[config.mk]
export PLATFORM = sky130hd
export DESIGN_NAME = xswitch_req_ingress
export DESIGN_NICKNAME = d
export VERILOG_FILES = /design/src/rtl/xswitch_pkg.sv /design/src/rtl/xswitch_sync_fifo.sv /design/src/rtl/xswitch_req_ingress.sv
export SDC_FILE = /design/constraint.sdc
export NUM_CORES = 1
export LEC_CHECK = 0
export CORE_MARGIN = 4
export CORE_UTILIZATION = 28
export DETAILED_ROUTE_END_ITERATION = 8
export PLACE_DENSITY = 0.48
export SETUP_SLACK_MARGIN = 0.3
export SYNTH_ARGS = -nofsm -noshare
export SYNTH_HDL_FRONTEND = slang
export SYNTH_SLANG_ARGS = --single-unit
[constraint.sdc]
create_clock -name clk -period 3.9 [get_ports clk]
set_input_delay 0.78 -clock clk [delete_from_list [all_inputs] [get_ports clk]]
set_output_delay 0.78 -clock clk [all_outputs]
set_load 0.02 [all_outputs]
[src/rtl/xswitch_pkg.sv]
// ---------------------------------------------------------------------------
// xswitch_pkg
// Shared types and helpers for the crossbar switch request/response paths.
//   N_TGT_DEF / AW_DEF / DW_DEF : default target count, address and data widths
//   xswitch_entry_t             : one queued request {tgt onehot, addr, wdata, we}
//   tsel_width()                : width of the target-select field for n targets
//   onehot_encode()             : target index -> onehot target vector
// ---------------------------------------------------------------------------
package xswitch_pkg;

   localparam int N_TGT_DEF = 5;
   localparam int AW_DEF    = 32;
   localparam int DW_DEF    = 32;

   // The queued request. tgt is always exactly one-hot for a stored entry,
   // which lets the ingress treat "tgt != 0" as "entry present".
   typedef struct packed {
      logic [N_TGT_DEF-1:0] tgt;
      logic [AW_DEF-1:0]    addr;
      logic [DW_DEF-1:0]    wdata;
      logic                 we;
   } xswitch_entry_t;

   // A single target still needs a one-bit select field so the slice of the
   // address stays legal.
   function automatic int tsel_width(input int n_tgt);
      return (n_tgt > 1) ? $clog2(n_tgt) : 1;
   endfunction

   // Out-of-range indices yield all zeros; callers only store in-range ones.
   function automatic logic [N_TGT_DEF-1:0] onehot_encode(input logic [31:0] tsel);
      logic [N_TGT_DEF-1:0] oh;
      for (int i = 0; i < N_TGT_DEF; i++) begin
         oh[i] = (tsel == 32'(i));
      end
      return oh;
   endfunction

endpackage

[src/rtl/xswitch_sync_fifo.sv]
// ---------------------------------------------------------------------------
// xswitch_sync_fifo
// Small synchronous FIFO with registered storage, shared by the request and
// response paths.
//   clk, rst : clock, synchronous active-high reset
//   push     : write wdata (ignored when full)
//   wdata    : entry to write
//   pop      : drop the head entry (ignored when empty)
//   rdata    : current head entry (storage contents, stale when empty)
//   level    : occupancy 0..DEPTH
//   full     : level == DEPTH
//   empty    : level == 0
// Push and pop in the same cycle are both honoured; order is preserved.
// DEPTH must be a power of two so the pointers wrap by overflow.
// ---------------------------------------------------------------------------
module xswitch_sync_fifo #(
   parameter int WIDTH = 8,
   parameter int DEPTH = 4
) (
   input  logic                     clk,
   input  logic                     rst,
   input  logic                     push,
   input  logic [WIDTH-1:0]         wdata,
   input  logic                     pop,
   output logic [WIDTH-1:0]         rdata,
   output logic [$clog2(DEPTH):0]   level,
   output logic                     full,
   output logic                     empty
);

   localparam int PTR_W = (DEPTH > 1) ? $clog2(DEPTH) : 1;
   localparam int LVL_W = $clog2(DEPTH) + 1;

   logic [WIDTH-1:0] mem [DEPTH];
   logic [PTR_W-1:0] wr_ptr;
   logic [PTR_W-1:0] rd_ptr;
   logic             do_push;
   logic             do_pop;

   assign full    = (level == LVL_W'(DEPTH));
   assign empty   = (level == '0);
   assign do_push = push & ~full;
   assign do_pop  = pop & ~empty;
   assign rdata   = mem[rd_ptr];

   // Pointer and occupancy bookkeeping. A push and pop together leave the
   // level unchanged while both pointers advance.
   always_ff @(posedge clk) begin
      if (rst) begin
         wr_ptr <= '0;
         rd_ptr <= '0;
         level  <= '0;
      end else begin
         if (do_push) begin
            wr_ptr <= wr_ptr + PTR_W'(1);
         end
         if (do_pop) begin
            rd_ptr <= rd_ptr + PTR_W'(1);
         end
         case ({do_push, do_pop})
            2'b10:   level <= level + LVL_W'(1);
            2'b01:   level <= level - LVL_W'(1);
            default: level <= level;
         endcase
      end
   end

   // Storage is not reset; the pointers alone define which slots are live.
   always_ff @(posedge clk) begin
      if (do_push) begin
         mem[wr_ptr] <= wdata;
      end
   end

endmodule

[src/rtl/xswitch_req_ingress.sv]
// ---------------------------------------------------------------------------
// xswitch_req_ingress
// Per-initiator request ingress of the crossbar: accepts transactions,
// decodes the target from the top address bits, queues them and presents the
// head to the arbiter as a onehot0 request held until granted.
//   clk, rst        : clock, synchronous active-high reset
//   in_valid/ready  : initiator handshake (ready = FIFO not full)
//   in_addr/wdata/we: transaction payload
//   req             : onehot0 target request of the head entry
//   vreq            : grant vector from the arbiter
//   out_addr/wdata/we: head-entry payload toward the data mux (0 when empty)
//   out_fire        : head entry granted this cycle
//   dec_err         : one-cycle pulse after a transaction with a bad target
//   starve          : head has waited STARVE_LIM cycles without a grant
//   level           : FIFO occupancy
// The entry layout comes from xswitch_pkg, so N_TGT/AW/DW must match it.
// ---------------------------------------------------------------------------
module xswitch_req_ingress
   import xswitch_pkg::*;
#(
   parameter int N_TGT      = N_TGT_DEF,
   parameter int AW         = AW_DEF,
   parameter int DW         = DW_DEF,
   parameter int DEPTH      = 4,
   parameter int STARVE_LIM = 64
) (
   input  logic                   clk,
   input  logic                   rst,
   input  logic                   in_valid,
   output logic                   in_ready,
   input  logic [AW-1:0]          in_addr,
   input  logic [DW-1:0]          in_wdata,
   input  logic                   in_we,
   output logic [N_TGT-1:0]       req,
   input  logic [N_TGT-1:0]       vreq,
   output logic [AW-1:0]          out_addr,
   output logic [DW-1:0]          out_wdata,
   output logic                   out_we,
   output logic                   out_fire,
   output logic                   dec_err,
   output logic                   starve,
   output logic [$clog2(DEPTH):0] level
);

   localparam int TSEL_W  = tsel_width(N_TGT);
   localparam int ENTRY_W = $bits(xswitch_entry_t);
   localparam int CNT_W   = $clog2(STARVE_LIM + 1);

   logic [TSEL_W-1:0]  tsel;
   logic               tsel_ok;
   logic               accept;
   logic               push;
   logic               fifo_full;
   logic               fifo_empty;
   logic [ENTRY_W-1:0] head_bits;
   xswitch_entry_t     push_entry;
   xswitch_entry_t     head_entry;
   logic [CNT_W-1:0]   wait_cnt;

   assign tsel     = in_addr[AW-1 -: TSEL_W];
   assign tsel_ok  = (32'(tsel) < N_TGT);
   assign in_ready = ~fifo_full;
   assign accept   = in_valid & in_ready;
   assign push     = accept & tsel_ok;

   // Decode happens once, at push time; the stored one-hot is what the
   // arbiter sees, so the address is never re-decoded downstream.
   always_comb begin
      push_entry       = '0;
      push_entry.tgt   = onehot_encode(32'(tsel));
      push_entry.addr  = in_addr;
      push_entry.wdata = in_wdata;
      push_entry.we    = in_we;
   end

   xswitch_sync_fifo #(
      .WIDTH (ENTRY_W),
      .DEPTH (DEPTH)
   ) u_fifo (
      .clk   (clk),
      .rst   (rst),
      .push  (push),
      .wdata (push_entry),
      .pop   (out_fire),
      .rdata (head_bits),
      .level (level),
      .full  (fifo_full),
      .empty (fifo_empty)
   );

   // Masking the head with empty keeps req and the payload at zero when
   // nothing is queued, instead of exposing stale storage.
   always_comb begin
      head_entry = '0;
      if (!fifo_empty) begin
         head_entry = xswitch_entry_t'(head_bits);
      end
   end

   assign req       = head_entry.tgt;
   assign out_addr  = head_entry.addr;
   assign out_wdata = head_entry.wdata;
   assign out_we    = head_entry.we;
   assign out_fire  = |(req & vreq);
   assign starve    = (wait_cnt == CNT_W'(STARVE_LIM));

   // A dropped transaction still completes its handshake; the only trace it
   // leaves is this registered one-cycle flag.
   always_ff @(posedge clk) begin
      if (rst) begin
         dec_err <= 1'b0;
      end else begin
         dec_err <= accept & ~tsel_ok;
      end
   end

   // Wait counter for the current head. A non-empty FIFO always has a
   // non-zero req, so "not empty and not fired" is "waiting". It saturates
   // so starve stays up until the head finally goes.
   always_ff @(posedge clk) begin
      if (rst) begin
         wait_cnt <= '0;
      end else if (out_fire || fifo_empty) begin
         wait_cnt <= '0;
      end else if (wait_cnt != CNT_W'(STARVE_LIM)) begin
         wait_cnt <= wait_cnt + CNT_W'(1);
      end
   end

`ifndef SYNTHESIS
   logic           chk_hold;
   xswitch_entry_t chk_head;

   // Simulation-only protocol checks: onehot0 request, a pending head that
   // does not move until fired, bounded occupancy, and no push into a full FIFO.
   always_ff @(posedge clk) begin
      if (rst) begin
         chk_hold <= 1'b0;
         chk_head <= '0;
      end else begin
         chk_hold <= (req != '0) && !out_fire;
         chk_head <= head_entry;
         assert ($onehot0(req));
         assert (32'(level) <= DEPTH);
         assert (!(push && fifo_full));
         if (chk_hold) begin
            assert (head_entry == chk_head);
         end
      end
   end
`endif

endmodule

==> reports/qor.txt <==
final setup fails = 0
vias in the first global route = 6572
Critical Path AT = 2660 ps
drt first pass iters = 4
initial antenna violation count = 2
net count after synthesis = 645
# fillers = 3709
Synth Register Bits = 297
Worst Setup Start Kind = register
cell taking the most area after synthesis = edfxtp_1
CTS max path bufs = 3
number of synthesized flops with an enable pin = 280
routed via count = 5928
asr flop ratio synth = 0
gr usage total = 0.117
max cap viols = 0
Sw Ratio = 0.298
Pwr Total = 10.6 mW
PortBufs = 149
hold-fix buffers at CTS = 0
dpl cells = 1236
Comb power frac = 0.345
syn avg cell area = 20.5 µm²
Seq/Total Area, Yosys = 0.757
clock power share = 0.295
clock skew = 11.1 ps
Cell Area, Synth = 0.0116 mm²
Required @ worst endpoint = 3120 ps
Fin Hold WS = 515 ps
CTS Buf Count = 35
Mapped Cells = 564
CTS clk-pin slew, worst paths = 60 ps
first-pass GRT wire length = 39600 µm
largest net degree at the start of global routing = 41
Pwr Density = 699 mW/mm²
final std cells w/o fill = 1308
kind of critical path = reg -> out
Unique masters post-synth = 40
Synth area leaders = edfxtp_1 (73%), mux4_2 (13%), and2_1 (3.9%), dfxtp_1 (2.9%), ha_1 (0.76%)
share of Yosys cell area claimed by the top area cell type = 0.727
Hold Crit Start = u_fifo.wr_ptr[1]
share of layout cells above drive strength 1 = 0.201
area grow syn2layout = 30.9%
Remaining DRCs = 0
CTS Sinks = 297
Synthesis Warnings = 0
leak pwr = 4.84 nW
register area = 0.00876 mm²
Vias/cell = 4.53
H-tree levels = 2
WL/cell = 20.4 µm
Slew Limit Fails = 0
diode count = 0
Initial Util = 0.283
Multi-input gate area = 0.00267 mm²
post-DP HPWL = 15800 µm
Clock Latency Late Sink = 520 ps
final wirelength = 26700 µm
Tcrit/Tclk final = 0.881
Hold Path Class = reg -> reg
DP Area = 0.0139 mm²
DR iter-0 viols = 342
nets = 837
internal power = 7.43 mW
total grt overflow = 0
core area = 0.0408 mm²
# IOs = 150
Top FF cell, synth = edfxtp_1
unrepaired setup endpoints after global routing = no
Routed Antenna Nets = 0
final hold viol count = 0
Final Wtd Congestion = 0.675
min Tclk post-route = 3440 ps
Max transition margin = 0.573
worst slew pin tran = 636 ps
Sequential Power Share = 0.360
Fin Setup TNS = 0 ps
crit path capture type = output port
Clock Root Buffer = clkbuf_16
Crit Path Max Fanout = 7
Finished Cell Area = 0.0151 mm²
Std-Cell Rows = 74
die area = 0.0446 mm²
status = finished clean
worst vdd ir = 0.000329 V
Die H = 211 µm
NetSw = 3.16 mW
Max Freq = 291 MHz
TritonCTS clock tree = built
Die W = 211 µm
-- final timing paths --
path,end,slack (ps),cells after the start
hold / removal,u_fifo.wr_ptr[1],520,2
setup reg to reg,u_fifo.level[2],1090,12
setup / recovery,out_fire,460,5
hold reg to reg,u_fifo.wr_ptr[1],520,2
-- layout make-up --
cell class                 count  share of cell area
clock buffer                  48              0.0639
clock inverter                 9             0.00794
inverter                      11             0.00273
multi-input combinational    230               0.176
sequential                   297               0.579
tap                          532              0.0440
timing repair buffer         181               0.127
-- through the flow --
step,worst slack (ps),util
CTS,239,0.367
global placement,516,0.339
detailed placement,497,0.339
finish,463,0.371
floorplan,463,-
global route,333,0.371
-- critical path, stage by stage (launching register included) --
cell	delay [ps]
dfxtp_4	410
mux4_2	560
nand2_1	210
and3_1	280
a21oi_1	100
clkdlybuf4s50_1	570
-- cell usage in the layout (no fill, tap or decap), drive strengths merged, types with 5 or more instances in the layout --
cell type,instances
inv,11
buf,30
ha,7
dfxtp,17
mux4,68
edfxtp,280
nor3,9
nand2,9
clkdlybuf4s50,149
a21oi,5
clkbuf,50
xor2,5
and2,72
nor2,7
-- cell usage after synthesis, types with 2 or more instances --
library cell,instances
ha_1,7
a211o_1,2
and2_1,72
clkbuf_1,16
a21oi_1,5
or3_1,2
dfxtp_1,17
and3_1,4
nor2_1,7
mux4_2,68
buf_4,2
a31oi_1,2
xor2_1,5
xnor2_1,4
nor3_1,9
mux2i_1,3
edfxtp_1,280
inv_1,11
mux2_2,2
a211oi_1,2
buf_2,8
nor2b_1,3
nand3_1,4
o21ai_0,3
nand2_1,9
nor3b_1,3
-- flip-flops by register name, summed over array words and instances (netlist names), named ones only --
| register | cells |
|---|---|
| u_fifo.rd_ptr | 2 |
| dec_err | 1 |
| u_fifo.level | 3 |
| wait_cnt | 7 |
| u_fifo.wr_ptr | 2 |
| u_fifo.mem | 280 |
-- timing repair --
| item | CTS | global route |
|---|---|---|
| hold endpoints to repair | 0 | 0 |
| cloned | 0 | 1 |
| setup endpoints to repair | 36 | 22 |
| resized for setup | 2 | 1 |
| pin swaps | 0 | 0 |
| buffers inserted | 3 | 11 |
-- metal layers --
metal,wire length [µm],track usage,share of wire
met4,703,0.0454,0.026
met3,1390,0.0313,0.052
met1,11700,0.151,0.44
met5,23,0,0.00086
met2,12800,0.191,0.48
-- cells by family (layout without fill, tap and decap cells) --
family,Yosys count,after routing,synth area share
flops,297,297,0.757
mux,73,73,0.137
xor+xnor,9,9,0.00682
simple gates,120,120,0.0631
fa+ha+maj,8,8,0.00931
buf+inv,37,249,0.0135
compound gates,20,20,0.0133
-- power groups by stage --
| stage | clock network (mW) | logic (mW) | registers [mW] |
|---|---|---|---|
| after floorplan | 0 | 2.01 | 3.85 |
| after global placement | 0 | 3.46 | 3.94 |
| after detailed placement | 0 | 3.48 | 3.96 |
| after CTS | 3.23 | 3.55 | 3.87 |
| after global routing | 3.37 | 3.93 | 3.83 |
| final | 3.12 | 3.66 | 3.81 |
Note: power is estimated with default switching activity, not from simulation.
